$ cat config.mk
export PLATFORM = sky130hd
export DESIGN_NAME = timer_ctrl_flat
export DESIGN_NICKNAME = d
export VERILOG_FILES = /design/src/rtl/timer_ctrl_pkg.sv /design/src/rtl/timer_ctrl_if.sv /design/src/rtl/timer_ctrl_counter_ld.sv /design/src/rtl/timer_ctrl.sv /design/src/flat_wrapper.sv
export SDC_FILE = /design/constraint.sdc
export NUM_CORES = 1
export LEC_CHECK = 0
export CORE_UTILIZATION = 49
export CTS_BUF_LIST = sky130_fd_sc_hd__clkbuf_16
export DETAILED_ROUTE_END_ITERATION = 10
export PLACE_DENSITY = 0.78
export SLEW_MARGIN = 25
export SYNTH_ARGS = -nofsm -noshare
export SYNTH_HDL_FRONTEND = slang
export SYNTH_SLANG_ARGS = --single-unit
export TNS_END_PERCENT = 50
$ cat constraint.sdc
create_clock -name clk -period 2.9 [get_ports clk]
set_clock_uncertainty 0.1 [all_clocks]
set_input_delay 0.29 -clock clk [delete_from_list [all_inputs] [get_ports clk]]
set_output_delay 0.29 -clock clk [all_outputs]
set_load 0.03 [all_outputs]
$ cat src/rtl/timer_ctrl_pkg.sv
// Shared state encodings and mode constants for the programmable timer.
// Imported by the timer FSM and anything that decodes its state.
package timer_ctrl_pkg;

  typedef enum logic [1:0] {
    ST_IDLE   = 2'd0,
    ST_RUN    = 2'd1,
    ST_PAUSED = 2'd2
  } state_t;

  localparam logic MODE_ONESHOT  = 1'b0;
  localparam logic MODE_PERIODIC = 1'b1;

endpackage

$ cat src/rtl/timer_ctrl_if.sv
// Command/status bundle between a command issuer (master) and the timer (slave).
// Commands are single-cycle pulses; status is registered or decoded from registers.
interface timer_ctrl_if #(parameter int N = 8);

  logic         start;
  logic         stop;
  logic         pause;
  logic         mode;
  logic [N-1:0] period;
  logic [N-1:0] q;
  logic         tick;
  logic         busy;
  logic         paused;

  modport master (
    output start, stop, pause, mode, period,
    input  q, tick, busy, paused
  );

  modport slave (
    input  start, stop, pause, mode, period,
    output q, tick, busy, paused
  );

endinterface

$ cat src/rtl/timer_ctrl_counter_ld.sv
// N-bit up-counter with synchronous clear (priority) and enable.
// Latency: q updates one cycle after clr/en; no backpressure.
module counter_ld #(
  parameter int N = 8
) (
  input  logic         clk,
  input  logic         rst,
  input  logic         clr,
  input  logic         en,
  output logic [N-1:0] q
);

  always_ff @(posedge clk or posedge rst) begin
    if (rst) begin
      q <= '0;
    end else if (clr) begin
      q <= '0;
    end else if (en) begin
      q <= q + 1'b1;
    end
  end

endmodule

$ cat src/rtl/timer_ctrl.sv
// Timer FSM: start/stop/pause/restart sequencing of counter_ld, period/mode latch, tick decode.
// Latency: outputs valid one cycle after the causing edge; commands take no backpressure.
module timer_ctrl
  import timer_ctrl_pkg::*;
#(
  parameter int N = 8
) (
  input  logic         clk,
  input  logic         rst,
  timer_ctrl_if.slave  bus
);

  state_t       state_q, state_d;
  logic [N-1:0] cnt;
  logic [N-1:0] p_lat;
  logic         mode_lat;
  logic         load;
  logic         clr;
  logic         en;
  logic         advance;
  logic         at_term;

  counter_ld #(.N(N)) u_cnt (
    .clk (clk),
    .rst (rst),
    .clr (clr),
    .en  (en),
    .q   (cnt)
  );

  assign at_term    = (cnt == p_lat);
  assign bus.q      = cnt;
  assign bus.tick   = (state_q == ST_RUN) && at_term;
  assign bus.busy   = (state_q != ST_IDLE);
  assign bus.paused = (state_q == ST_PAUSED);

  always_ff @(posedge clk or posedge rst) begin
    if (rst) begin
      state_q <= ST_IDLE;
    end else begin
      state_q <= state_d;
    end
  end

  always_ff @(posedge clk or posedge rst) begin
    if (rst) begin
      p_lat    <= '0;
      mode_lat <= MODE_ONESHOT;
    end else if (load) begin
      p_lat    <= bus.period;
      mode_lat <= bus.mode;
    end
  end

  always_comb begin
    state_d = state_q;
    load    = 1'b0;
    clr     = 1'b0;
    en      = 1'b0;
    advance = 1'b0;
    if (bus.stop) begin
      state_d = ST_IDLE;
      clr     = 1'b1;
    end else begin
      case (state_q)
        ST_IDLE: begin
          if (!bus.pause && bus.start) begin
            state_d = ST_RUN;
            load    = 1'b1;
            clr     = 1'b1;
          end
        end
        ST_RUN: begin
          if (bus.pause) begin
            state_d = ST_PAUSED;
          end else if (bus.start) begin
            load = 1'b1;
            clr  = 1'b1;
          end else begin
            advance = 1'b1;
          end
        end
        ST_PAUSED: begin
          // Resume steps the count on the same edge so a pause delays by exactly its length.
          if (!bus.pause && bus.start) begin
            state_d = ST_RUN;
            advance = 1'b1;
          end
        end
        default: state_d = ST_IDLE;
      endcase
    end
    if (advance) begin
      if (at_term) begin
        clr = 1'b1;
        if (mode_lat == MODE_ONESHOT) begin
          state_d = ST_IDLE;
        end
      end else begin
        en = 1'b1;
      end
    end
  end

endmodule

$ cat src/flat_wrapper.sv
// flat-port wrapper written by rule: the top's interface ports become plain ports
module timer_ctrl_flat import timer_ctrl_pkg::*;
#(
  parameter int N = 8
)
  (clk, rst, bus_start, bus_stop, bus_pause, bus_mode, bus_period, bus_q, bus_tick, bus_busy, bus_paused);
  timer_ctrl_if #(.N(N)) bus_i ();
  input  logic clk;
  input  logic rst;
  input wire logic [$bits(bus_i.start)-1:0] bus_start;
  input wire logic [$bits(bus_i.stop)-1:0] bus_stop;
  input wire logic [$bits(bus_i.pause)-1:0] bus_pause;
  input wire logic [$bits(bus_i.mode)-1:0] bus_mode;
  input wire logic [$bits(bus_i.period)-1:0] bus_period;
  output wire logic [$bits(bus_i.q)-1:0] bus_q;
  output wire logic [$bits(bus_i.tick)-1:0] bus_tick;
  output wire logic [$bits(bus_i.busy)-1:0] bus_busy;
  output wire logic [$bits(bus_i.paused)-1:0] bus_paused;
  assign bus_i.start = bus_start;
  assign bus_i.stop = bus_stop;
  assign bus_i.pause = bus_pause;
  assign bus_i.mode = bus_mode;
  assign bus_i.period = bus_period;
  assign bus_q = bus_i.q;
  assign bus_tick = bus_i.tick;
  assign bus_busy = bus_i.busy;
  assign bus_paused = bus_i.paused;
  timer_ctrl #(.N(N)) u_core (.clk(clk), .rst(rst), .bus(bus_i));
endmodule
==> flow_summary.toml, run 1 <==
[run_status]
outcome = "finished clean"

[clock_tree]
clockBufferDepth = 2
clk_pin_slew_ps = 50
cts_hold_buffers = 0
cts_resized = 0
clk_latency_ps = 250
cts_num_sinks = 19
postCtsSetupBuffers = 0
cts_tree = "built"
cts_buffers = 3
cts_root_buf = "clkbuf_16"
cts_htree_levels = 1

[route]
wl_per_cell_um = 14.52
dr_total_vias = 868
wl_um = 2308
final_antenna_net_count = 0
drc = 0
first_pass_iters = 4
dr.first_iter.drc_count = 6
vias_per_cell = 5.459

[pwr]
power_frac_seq = 0.442
combPwrFrac = 0.178
peakVddDrop_uv = 327.1
swShare = 0.2459
power_frac_clock = 0.380
power.density_nw_per_um2 = 505.7
p_sw_uw = 179.7
p_int_uw = 551.1
p_leak_uw = 0.0005567

[grt]
grt_util_met1 = 0.2982
met2_usage = 0.3790
grt_use_met3 = 0.03086
grt_pass1_vias = 916
busiest_layer = "met2"
antenna_found_initial = 0
grt_pass1_wl_um = 4140
grt.total_usage = 0.2228
overflow = 0
grt_max_degree = 20

[setup_path]
worstReg2RegStart = "u_core.state_q[1]"
endpoint_kind = "primary output"
reg2reg_slack_ps = 640
path_max_fanout = 6
cp_data_required_time_ps = 2510
crit_type = "reg -> out"
rr_endpoint = "u_core.u_cnt.q[7]"
reg2reg_depth = 6
critPathArrivalTime_ps = 2110
start_kind = "register"

[timing]
period_minus_slack_ps = 2499
rsz0062_at_grt = "false"
finalCritPeriodShare = 0.8617
slew_headroom = 0.5286
setup_viol_count_final = 0
final_max_slew_viol_count = 0
max_freq_ghz = 0.4002
setup_tns_ps = 0
hold_viol = 0
holdWs_ps = 353.7
tightest_slew_ps = 706.3

[die]
die_x_um = 49.46
io_pins = 25
start_util = 0.5404
coreArea_um2 = 2042
rows = 16
die_area_um2 = 2446
dieHeight_um = 49.46

[synthesis]
synth_most_common_cell = "dfrtp_1"
async_reset_ff_frac = 1.000
netlist_area_um2 = 1104
syn-num-nets = 125
ys_top_cells_by_count = "dfrtp_1 (19), xnor2_1 (13), mux2_1 (9), a21oi_1 (8), inv_1 (8)"
synth_top_area_cell = "dfrtp_1"
synthMuxAreaShare = 0.1043
ys_seq_area_frac = 0.4308
synth-adder-area-share = 0.06803
synthXorXnorAreaFrac = 0.1032
synth_compound_area_frac = 0.08957
synthCells = 105
synth_top_area_share = 0.4308
synthFlopType = "dfrtp_1"
synth.top_cells.by_area = "dfrtp_1 (43%), xnor2_1 (10%), mux2_1 (9.2%), ha_1 (6.8%), a21oi_1 (3.6%)"
synth.avg_cell_area_um2 = 10.51
ys_warn_count = 0
synth_top_family_by_area = "simple AND/OR/NAND/NOR gates"
ys_types = 28
synth-edff-count = 0
ys_ff_latch = 19
synth_simple_gate_area_share = 0.1667

[job]
cap_violations = 0

[cells_and_area]
nFillCells = 161
layout.nets = 153
layout-drive-gt1-share = 0.06061
synthToLayoutAreaGrowth_pct = 30.95
antennaDiodeCount = 0

[placement]
hpwl_um = 1709
port_buffers = 24
place.gp.congestion = 0.8661

[worst_hold_path]
hold_path_class = "in -> async"
registers in the layout (all words and copies together) (netlist names):
register	flops
u_core.mode_lat	1
u_core.state_q	2
u_core.p_lat	8
u_core.u_cnt.q	8
cells by family (layout without fill, tap and decap cells):
family          Yosys count  count (layout)
simple gates             33              33
flops                    19              19
compound gates           15              15
xor+xnor                 13              13
mux                      10              10
buf+inv                   9              36
fa+ha+maj                 6               6
critical path, stage by stage (launching register included):
cell and delay, ps:
dfrtp_1 460, xnor2_1 200, nand4_1 250, nor3_1 240, clkdlybuf4s50_1 710
final cells by class:
class	instances	area, um^2	area share
inverter	8	30.03	0.02078
clock buffer	3	75.07	0.05195
timing repair buffer	24	240.2	0.1662
clock inverter	1	3.754	0.002597
multi-input combinational	77	586.8	0.4061
sequential	19	475.5	0.3290
tap	27	33.78	0.02338
power groups by stage:
stage	clock, uW	sequential (uW)	combinational [uW]
final	278	323	130
after global routing	297	327	147
after CTS	282	323	132
after detailed placement	0	328	130
after global placement	0	326	126
after floorplan	0	321	90.8
metal layers:
| layer | routed length [um] | share of wire |
|---|---|---|
| met1 | 1065 | 0.46 |
| met2 | 1122 | 0.49 |
| met3 | 90 | 0.039 |
| met4 | 29 | 0.013 |
| met5 | 0 | 0 |
worst max-delay path by stage:
stage | startpoint | cells after the start | endpoint
after floorplan | u_core.state_q[0] | 7 | u_core.u_cnt.q[6]
after global placement | bus_start | 5 | u_core.state_q[0]
final | u_core.u_cnt.q[2] | 4 | bus_tick
after detailed placement | bus_start | 5 | u_core.state_q[0]
after global routing | u_core.u_cnt.q[0] | 4 | bus_tick
after CTS | u_core.u_cnt.q[2] | 4 | bus_tick
placed cells by master, fill, tap and decap left out, types with 2 or more instances in the layout:
cell type and instances:
nand2_1 5, nor4_1 2, or2_1 3, ha_1 6, a21oi_1 8, clkdlybuf4s50_1 24
nand3_1 2, inv_1 9, nor2_1 6, nand4_1 3, nand2b_1 2, xnor2_1 13
dfrtp_1 19, clkbuf_16 3, mux2_1 9, nor3_1 4, o21ai_0 2
metrics by stage:
stage / power, uW / utilization / instances / setup slack, ps / cell area (um^2)
after CTS: 736.5 / 0.7077 / 159 / 408.9 / 1445
after floorplan: 411.7 / - / 105 / 675.1 / 1104
final: 730.8 / 0.7077 / 159 / 401.2 / 1445
after detailed placement: 458.4 / 0.6691 / 155 / 617.8 / 1366
after global routing: 770.6 / 0.7077 / 159 / 305.0 / 1445
after global placement: 452.2 / 0.6691 / 155 / 666.2 / 1366
Note: power is estimated with default switching activity, not from simulation.
==> run 2: changes to the inputs <==
--- a/config.mk
+++ b/config.mk
@@ -8,6 +8,7 @@
 export CORE_UTILIZATION = 49
 export CTS_BUF_LIST = sky130_fd_sc_hd__clkbuf_16
 export DETAILED_ROUTE_END_ITERATION = 10
+export GPL_ROUTABILITY_DRIVEN = 0
 export PLACE_DENSITY = 0.78
 export SLEW_MARGIN = 25
 export SYNTH_ARGS = -nofsm -noshare
==> results of run 2 <==
Final layout, timing and power as in run 1 (identical DEF).
